**config.mk**
```make
export PLATFORM = sky130hd
export DESIGN_NAME = time_of_day_counter
export DESIGN_NICKNAME = d
export VERILOG_FILES = /design/src/rtl/time_of_day_counter.sv
export SDC_FILE = /design/constraint.sdc
export NUM_CORES = 1
export LEC_CHECK = 0
export CELL_PAD_IN_SITES_DETAIL_PLACEMENT = 1
export CELL_PAD_IN_SITES_GLOBAL_PLACEMENT = 2
export CORE_MARGIN = 8
export CORE_UTILIZATION = 30
export DETAILED_ROUTE_END_ITERATION = 10
export MAX_ROUTING_LAYER = met4
export PLACE_DENSITY = 0.92
export SYNTH_ARGS = -nofsm -noshare
export SYNTH_HDL_FRONTEND = slang
export SYNTH_SLANG_ARGS = --single-unit
```
**constraint.sdc**
```tcl
create_clock -name i_clk -period 3.3 [get_ports i_clk]
set_input_delay 0.66 -clock i_clk [delete_from_list [all_inputs] [get_ports i_clk]]
set_output_delay 0.66 -clock i_clk [all_outputs]
set_load 0.02 [all_outputs]
```
**src/rtl/time_of_day_counter.sv**
```systemverilog
// ---------------------------------------------------------------------------
// time_of_day_counter
//
// Purpose:
//   24-hour BCD time-of-day clock (hh:mm:ss). Advances one second on every
//   clock cycle where a 1 Hz tick is present and counting is enabled.
//   Emits one-cycle rollover pulses at minute, hour and day boundaries.
//   Accepts a validated load of a new time. A load always wins over a tick
//   arriving in the same cycle.
//
// Parameters:
//   RESET_HH / RESET_MM / RESET_SS : BCD time loaded while reset is asserted.
//
// Ports:
//   i_clk        : system clock. All state changes on the rising edge.
//   i_reset_n    : asynchronous, active-low reset.
//   i_tick       : one-cycle 1 Hz pulse. Each high cycle counts as one second.
//   i_run        : 1 = count ticks, 0 = hold the current time.
//   i_set_valid  : one-cycle request to load i_set_hh/mm/ss.
//   i_set_hh/mm/ss : BCD time to load.
//   o_hh/mm/ss   : registered BCD current time.
//   o_min_tick   : one-cycle pulse when seconds wrap 59 -> 00.
//   o_hour_tick  : one-cycle pulse when minutes and seconds both wrap.
//   o_day_tick   : one-cycle pulse on the 23:59:59 -> 00:00:00 edge.
//   o_set_ack    : one-cycle pulse when a load request is accepted.
//   o_set_err    : one-cycle pulse when a load request is rejected.
// ---------------------------------------------------------------------------
module time_of_day_counter #(
    parameter logic [7:0] RESET_HH = 8'h00,
    parameter logic [7:0] RESET_MM = 8'h00,
    parameter logic [7:0] RESET_SS = 8'h00
) (
    input  logic       i_clk,
    input  logic       i_reset_n,
    input  logic       i_tick,
    input  logic       i_run,
    input  logic       i_set_valid,
    input  logic [7:0] i_set_hh,
    input  logic [7:0] i_set_mm,
    input  logic [7:0] i_set_ss,
    output logic [7:0] o_hh,
    output logic [7:0] o_mm,
    output logic [7:0] o_ss,
    output logic       o_min_tick,
    output logic       o_hour_tick,
    output logic       o_day_tick,
    output logic       o_set_ack,
    output logic       o_set_err
);

    // Increments a two-digit BCD value and wraps to 00 once it has reached
    // max_val. Because stored values are always in range, the low-digit
    // 9 -> 0 carry covers the 09 -> 10 and 19 -> 20 cases for hours too.
    function automatic logic [7:0] bcd_inc(input logic [7:0] val,
                                           input logic [7:0] max_val);
        logic [7:0] result;
        if (val == max_val) begin
            result = 8'h00;
        end else if (val[3:0] == 4'd9) begin
            result = {val[7:4] + 4'd1, 4'd0};
        end else begin
            result = {val[7:4], val[3:0] + 4'd1};
        end
        return result;
    endfunction

    // A requested value is legal only if both nibbles are decimal digits
    // and the whole value does not exceed the field's maximum.
    function automatic logic bcd_ok(input logic [7:0] val,
                                    input logic [7:0] max_val);
        return (val[7:4] <= 4'd9) && (val[3:0] <= 4'd9) && (val <= max_val);
    endfunction

    logic       advance;
    logic       set_ok;
    logic       ss_wrap;
    logic       mm_wrap;
    logic       hh_wrap;
    logic [7:0] ss_next;
    logic [7:0] mm_next;
    logic [7:0] hh_next;

    // Decode the cycle's action and the carry chain. A pending load
    // suppresses the tick, so the tick is discarded rather than queued.
    always_comb begin
        advance = i_tick && i_run && !i_set_valid;
        set_ok  = bcd_ok(i_set_hh, 8'h23) &&
                  bcd_ok(i_set_mm, 8'h59) &&
                  bcd_ok(i_set_ss, 8'h59);
        ss_wrap = (o_ss == 8'h59);
        mm_wrap = (o_mm == 8'h59);
        hh_wrap = (o_hh == 8'h23);
        ss_next = bcd_inc(o_ss, 8'h59);
        mm_next = bcd_inc(o_mm, 8'h59);
        hh_next = bcd_inc(o_hh, 8'h23);
    end

    // Time and pulse registers. All pulses default low every cycle, so each
    // one lasts exactly one cycle. Reset clears any pulse in flight.
    always_ff @(posedge i_clk or negedge i_reset_n) begin
        if (!i_reset_n) begin
            o_hh        <= RESET_HH;
            o_mm        <= RESET_MM;
            o_ss        <= RESET_SS;
            o_min_tick  <= 1'b0;
            o_hour_tick <= 1'b0;
            o_day_tick  <= 1'b0;
            o_set_ack   <= 1'b0;
            o_set_err   <= 1'b0;
        end else begin
            o_min_tick  <= 1'b0;
            o_hour_tick <= 1'b0;
            o_day_tick  <= 1'b0;
            o_set_ack   <= 1'b0;
            o_set_err   <= 1'b0;
            if (i_set_valid) begin
                if (set_ok) begin
                    o_hh      <= i_set_hh;
                    o_mm      <= i_set_mm;
                    o_ss      <= i_set_ss;
                    o_set_ack <= 1'b1;
                end else begin
                    o_set_err <= 1'b1;
                end
            end else if (advance) begin
                o_ss       <= ss_next;
                o_min_tick <= ss_wrap;
                if (ss_wrap) begin
                    o_mm        <= mm_next;
                    o_hour_tick <= mm_wrap;
                    if (mm_wrap) begin
                        o_hh       <= hh_next;
                        o_day_tick <= hh_wrap;
                    end
                end
            end
        end
    end

endmodule
```
# Word level (Yosys, flattened, before mapping)
# Cells that the tools add are included.
dict set report word_totals {
  ff_bits 29
  inputBits 29
  out_inout_bits 29
  elab_cells 87
}
dict set report op_classes {
  add_sub_neg 6
  magnitude_cmp 9
  n_eq_ne 7
  muxes 31
  reduce_logical 23
}
# op count
set op_table {}
lappend op_table {{8-bit two-way mux} 18}
lappend op_table {{4-bit by 1-bit adder with 4-bit output, second input constant} 6}
lappend op_table {{4-bit less-or-equal comparator, second input constant} 6}
lappend op_table {{8-bit by 7-bit equality test with 1-bit output, second input constant} 2}
lappend op_table {{8-bit by 7-bit less-or-equal comparator with 1-bit output, second input constant} 2}
lappend op_table {{1-bit two-way mux} 13}
lappend op_table {{4-bit equality test, second input constant} 3}
lappend op_table {{1-bit logical AND} 10}
lappend op_table {{3-bit nonzero test} 3}
lappend op_table {{8-bit by 6-bit equality test with 1-bit output, second input constant} 1}
lappend op_table {{8-bit by 6-bit less-or-equal comparator with 1-bit output, second input constant} 1}
lappend op_table {{4-bit AND reduction} 2}
lappend op_table {{3-bit AND reduction} 2}
lappend op_table {{2-bit nonzero test} 3}
lappend op_table {{5-bit AND reduction} 1}
lappend op_table {{2-bit by 1-bit inequality test with 1-bit output, second input constant} 1}
lappend op_table {{2-bit AND reduction} 1}
lappend op_table {{1-bit logical NOT} 1}

# Depth between registers and ports, before layout
dict set report logic_depth {
  ltp_word 7
  ltp_mapped 8
  ltp_nobuf 8
}

# Worst setup path before layout
# No wires, ideal clock.
dict set report synth_timing {
  path_kind {input -> register}
  start {in i_set_hh[4]}
  end {reg o_ss[0]}
  setup_ns 0.128
  t_arrival_ns 2.020
  required_time_ns 3.172
  path_slack_ns 1.153
  path_stages 5
  path_buffers 1
  path_cell_list {o32a_1 or3_1 buf_2 o21ai_4 mux2_1}
}
dict set report synth_via {
  elab_chain_len 7
}
# element line
set synth_rtl {}
lappend synth_rtl {{start: declaration} 38} ;# input logic [7:0] i_set_hh,
lappend synth_rtl {{parallel branches: the longest is 2 deep, another holds 8-bit by 6-bit less-or-equal comparator with 1-bit output} -}
lappend synth_rtl {{1-bit logical AND *} 71} ;# return (val[7:4] <= 4'd9) && (val[3:0] <= 4'd9) && (val <= max_val);
lappend synth_rtl {{1-bit logical AND *} 87} ;# set_ok = bcd_ok(i_set_hh, 8'h23) &&
lappend synth_rtl {{1-bit logical AND *} 88} ;# bcd_ok(i_set_mm, 8'h59) &&
lappend synth_rtl {{2-bit by 1-bit inequality test with 1-bit output (no source line) *} -}
lappend synth_rtl {{2-bit AND reduction (no source line) *} -}
lappend synth_rtl {{end signal: assignment} 120} ;# o_ss <= i_set_ss;
lappend synth_rtl {{end signal: assignment} 126} ;# o_ss <= ss_next;
lappend synth_rtl {{end: declaration} 43} ;# output logic [7:0] o_ss,
# Mark *: on every way between the ends.
# A chain may end at the register's enable or synchronous reset.

# Worst setup path in the final report
dict set report layout_timing {
  start {in i_set_mm[7]}
  end {reg o_ss[3]}
}
dict set report layout_via {
  elab_chain_len 7
}
# element line
set layout_rtl {}
lappend layout_rtl {{start: declaration} 39} ;# input logic [7:0] i_set_mm,
lappend layout_rtl {{parallel branches: the longest is 2 deep, another holds 8-bit by 7-bit less-or-equal comparator with 1-bit output} -}
lappend layout_rtl {{1-bit logical AND *} 71}
lappend layout_rtl {{1-bit logical AND *} 87}
lappend layout_rtl {{1-bit logical AND *} 88}
lappend layout_rtl {{2-bit by 1-bit inequality test with 1-bit output (no source line) *} -}
lappend layout_rtl {{2-bit AND reduction (no source line) *} -}
# Marked as above.

==> results.cfg <==
[place]
place.port_buffers = 57
gp_congestion = 0.829
dp_hpwl_um = 4620
detailedPlace.worstSlack_ns = 0.531

[min_path]
hold_path_class = register to register

[cts]
clock_tree.buffer_depth = 2
hold_buffers = 0
cts_max_level = 2
cts.sinks = 29
clock_tree_from_tritoncts = yes
cts_buffers = 5
post_cts_buffers = 0
clkTransAtPathRegs_ns = 0.06
root_buffer = clkbuf_8
cts-resized-gates = 0
clock_latency_reported_for_the_late_side_of_the_worst_skew_pair_ns = 0.29

[floorplanning]
effective_utilization_at_floorplan = 0.310
core.rowCount = 29
fp.dieArea_um2 = 9350
design.core.area_um2 = 6310
floorplan.die.height_um = 96.7
ios = 58
dieWidth_um = 96.7

[yosys]
synth_warnings = 0
synth_sequential_area_ratio = 0.371
synth.cell_area_um2 = 1950
dominantRegCellSynth = dfrtp_1
ys_async_sr_fraction = 1.00
most_area_consuming_cells_after_synthesis = dfrtp_1, ha_1, nand2_1
share_of_yosys_cell_area_claimed_by_the_top_area_cell_type = 0.371
post_synth_num_cell_types = 53
synth_largest_area_cell = dfrtp_1
postSynthNetCount = 257
synth.avg_cell_area_um2 = 9.05
synth_seq_cells = 29
synth_edf_count = 0
syn_inst = 216

[timing]
clock.fmax_ghz = 0.405
skew_final_ns = 0.00650
timing_hold_violations_final = 0
slew_headroom = 0.695
worst_slew_pin_slew_ns = 0.453
finalSetupTns_ns = 0
unrepaired_setup_endpoints_after_global_routing = false
final-setup-viol-count = 0
final.min_clock_period_ns = 2.47
slew_viol_final = 0
finalWorstSetupSlack_ns = 0.832
final_min_period_over_clock_period = 0.748

[global_route]
first_pass_grt_wire_length_um = 10500
number_of_global_route_vias_before_repair = 2069
antenna_found_initial = 0
largest_net_degree_at_the_start_of_global_routing = 37
groute.usage.overall = 0.136
gr-total-overflow = 0

[critical_path]
end_kind = register
worstSetupStartpointType = input port
data_required_time_of_the_worst_path_ns = 3.47
critPathKind = input port to register
critPathArrivalTime_ns = 2.63
critPathMaxFanout = 7

[run]
maxCapViolCount = 0

[detailed_routing]
drt-initial-drc-count = 126
drc = 0
detail_route.vias_per_cell = 5.30
count_of_nets_left_with_antenna_violations_after_detail_routing = 0
routedWlPerCell_um = 16.8
wl_um = 5980
vias = 1887
dr.pass1.iters = 4

[final_layout]
drive_gt1_frac = 0.0860
finalNetCount = 319
synthToLayoutAreaGrowth_pct = 38.5
antenna-diode-count = 0
layout_common_cells = clkdlybuf4s50_1, dfrtp_1, nand2_1
most_common_cell_after_layout_fill_and_taps_aside = clkdlybuf4s50_1

[pwr]
power-per-cell-area_nw_per_um2 = 456
ir_worst_vdd_mv = 0.236
power.static_leakage_nw = 1.17

[outcome]
status = completed
[synth_stat cells (all sizes together), types with 2 or more instances]
cell and n:
a21oi 15, a221o 2, a2bb2oi 2, a32oi 3, and2 2, and3b 5, buf 5, clkbuf 3
dfrtp 29, ha 12, inv 14, mux2 6, mux2i 5, nand2 24, nand3 14, nand3b 2
nand4 2, nor2 8, nor2b 2, nor3 10, nor3b 4, nor4 3, o21a 2, o21ai 15
o221ai 4, o22ai 2, o31ai 3, or3 2
[stage by stage]
| step | power [mW] | area, µm² | util | std cells | hold slack (ns) |
|---|---|---|---|---|---|
| floorplan | 0.729 | 1950 | - | 216 | 0.364 |
| global placement | 0.952 | 2620 | 0.416 | 348 | 0.565 |
| detailed placement | 0.960 | 2620 | 0.416 | 348 | 0.572 |
| CTS | 1.25 | 2710 | 0.429 | 356 | 0.590 |
| global route | 1.32 | 2710 | 0.429 | 356 | 0.605 |
| finish | 1.23 | 2710 | 0.429 | 356 | 0.580 |
[logic make-up (layout without fill, tap and decap cells)]
| kind of cell | after synthesis | after routing | share of synthesized area |
|---|---|---|---|
| mux | 11 | 11 | 0.0621 |
| fa+ha+maj | 12 | 12 | 0.0768 |
| simple gates | 83 | 83 | 0.235 |
| buf+inv | 23 | 86 | 0.0506 |
| flops | 29 | 29 | 0.371 |
| compound gates | 58 | 58 | 0.204 |
[layout make-up]
class / count / area, µm²
tap: 77 / 96.3
clock inverter: 2 / 10.0
inverter: 15 / 56.3
multi-input combinational: 164 / 1130
fill: 741 / 3610
timing repair buffer: 63 / 616
clock buffer: 6 / 72.6
sequential: 29 / 726
[registers in the layout, indices dropped and copies added, names as in the netlist]
signal	count
o_ss	8
o_day_tick	1
o_hh	8
o_set_ack	1
o_mm	8
o_set_err	1
o_min_tick	1
o_hour_tick	1
[report_power, final]
group / switching (mW) / internal (mW)
registers: 0.0840 / 0.415
clock network: 0.140 / 0.146
logic: 0.220 / 0.229
[per-layer routing]
metal | vias up | track usage | part of all wire
met5 | - | - | 0
met4 | 0 | 0.0249 | 0.0064
met1 | 912 | 0.170 | 0.48
li1 | 919 | - | -
met2 | 50 | 0.211 | 0.46
met3 | 6 | 0.0413 | 0.050
[worst max-delay path, stage by stage]
cell and delay [ns]:
clkdlybuf4s50_1 0.44, nor4_1 0.26, nand2_1 0.18, or3_1 0.52, o21ai_4 0.22, mux2_1 0.34
[path summary, 6_finish.rpt]
path,startpoint,end,slack [ns],depth (start not counted)
min in group asynchronous,i_reset_n,o_mm[3],0.77,2
setup / recovery,i_set_mm[7],o_ss[3],0.83,6
hold / removal,o_ss[6],o_ss[6],0.58,1
setup reg to reg,o_ss[0],o_mm[4],1.16,6
max in group asynchronous,i_reset_n,o_hh[1],2.24,2
hold reg to reg,o_ss[6],o_ss[6],0.58,1
Note: power is estimated with default switching activity, not from simulation.
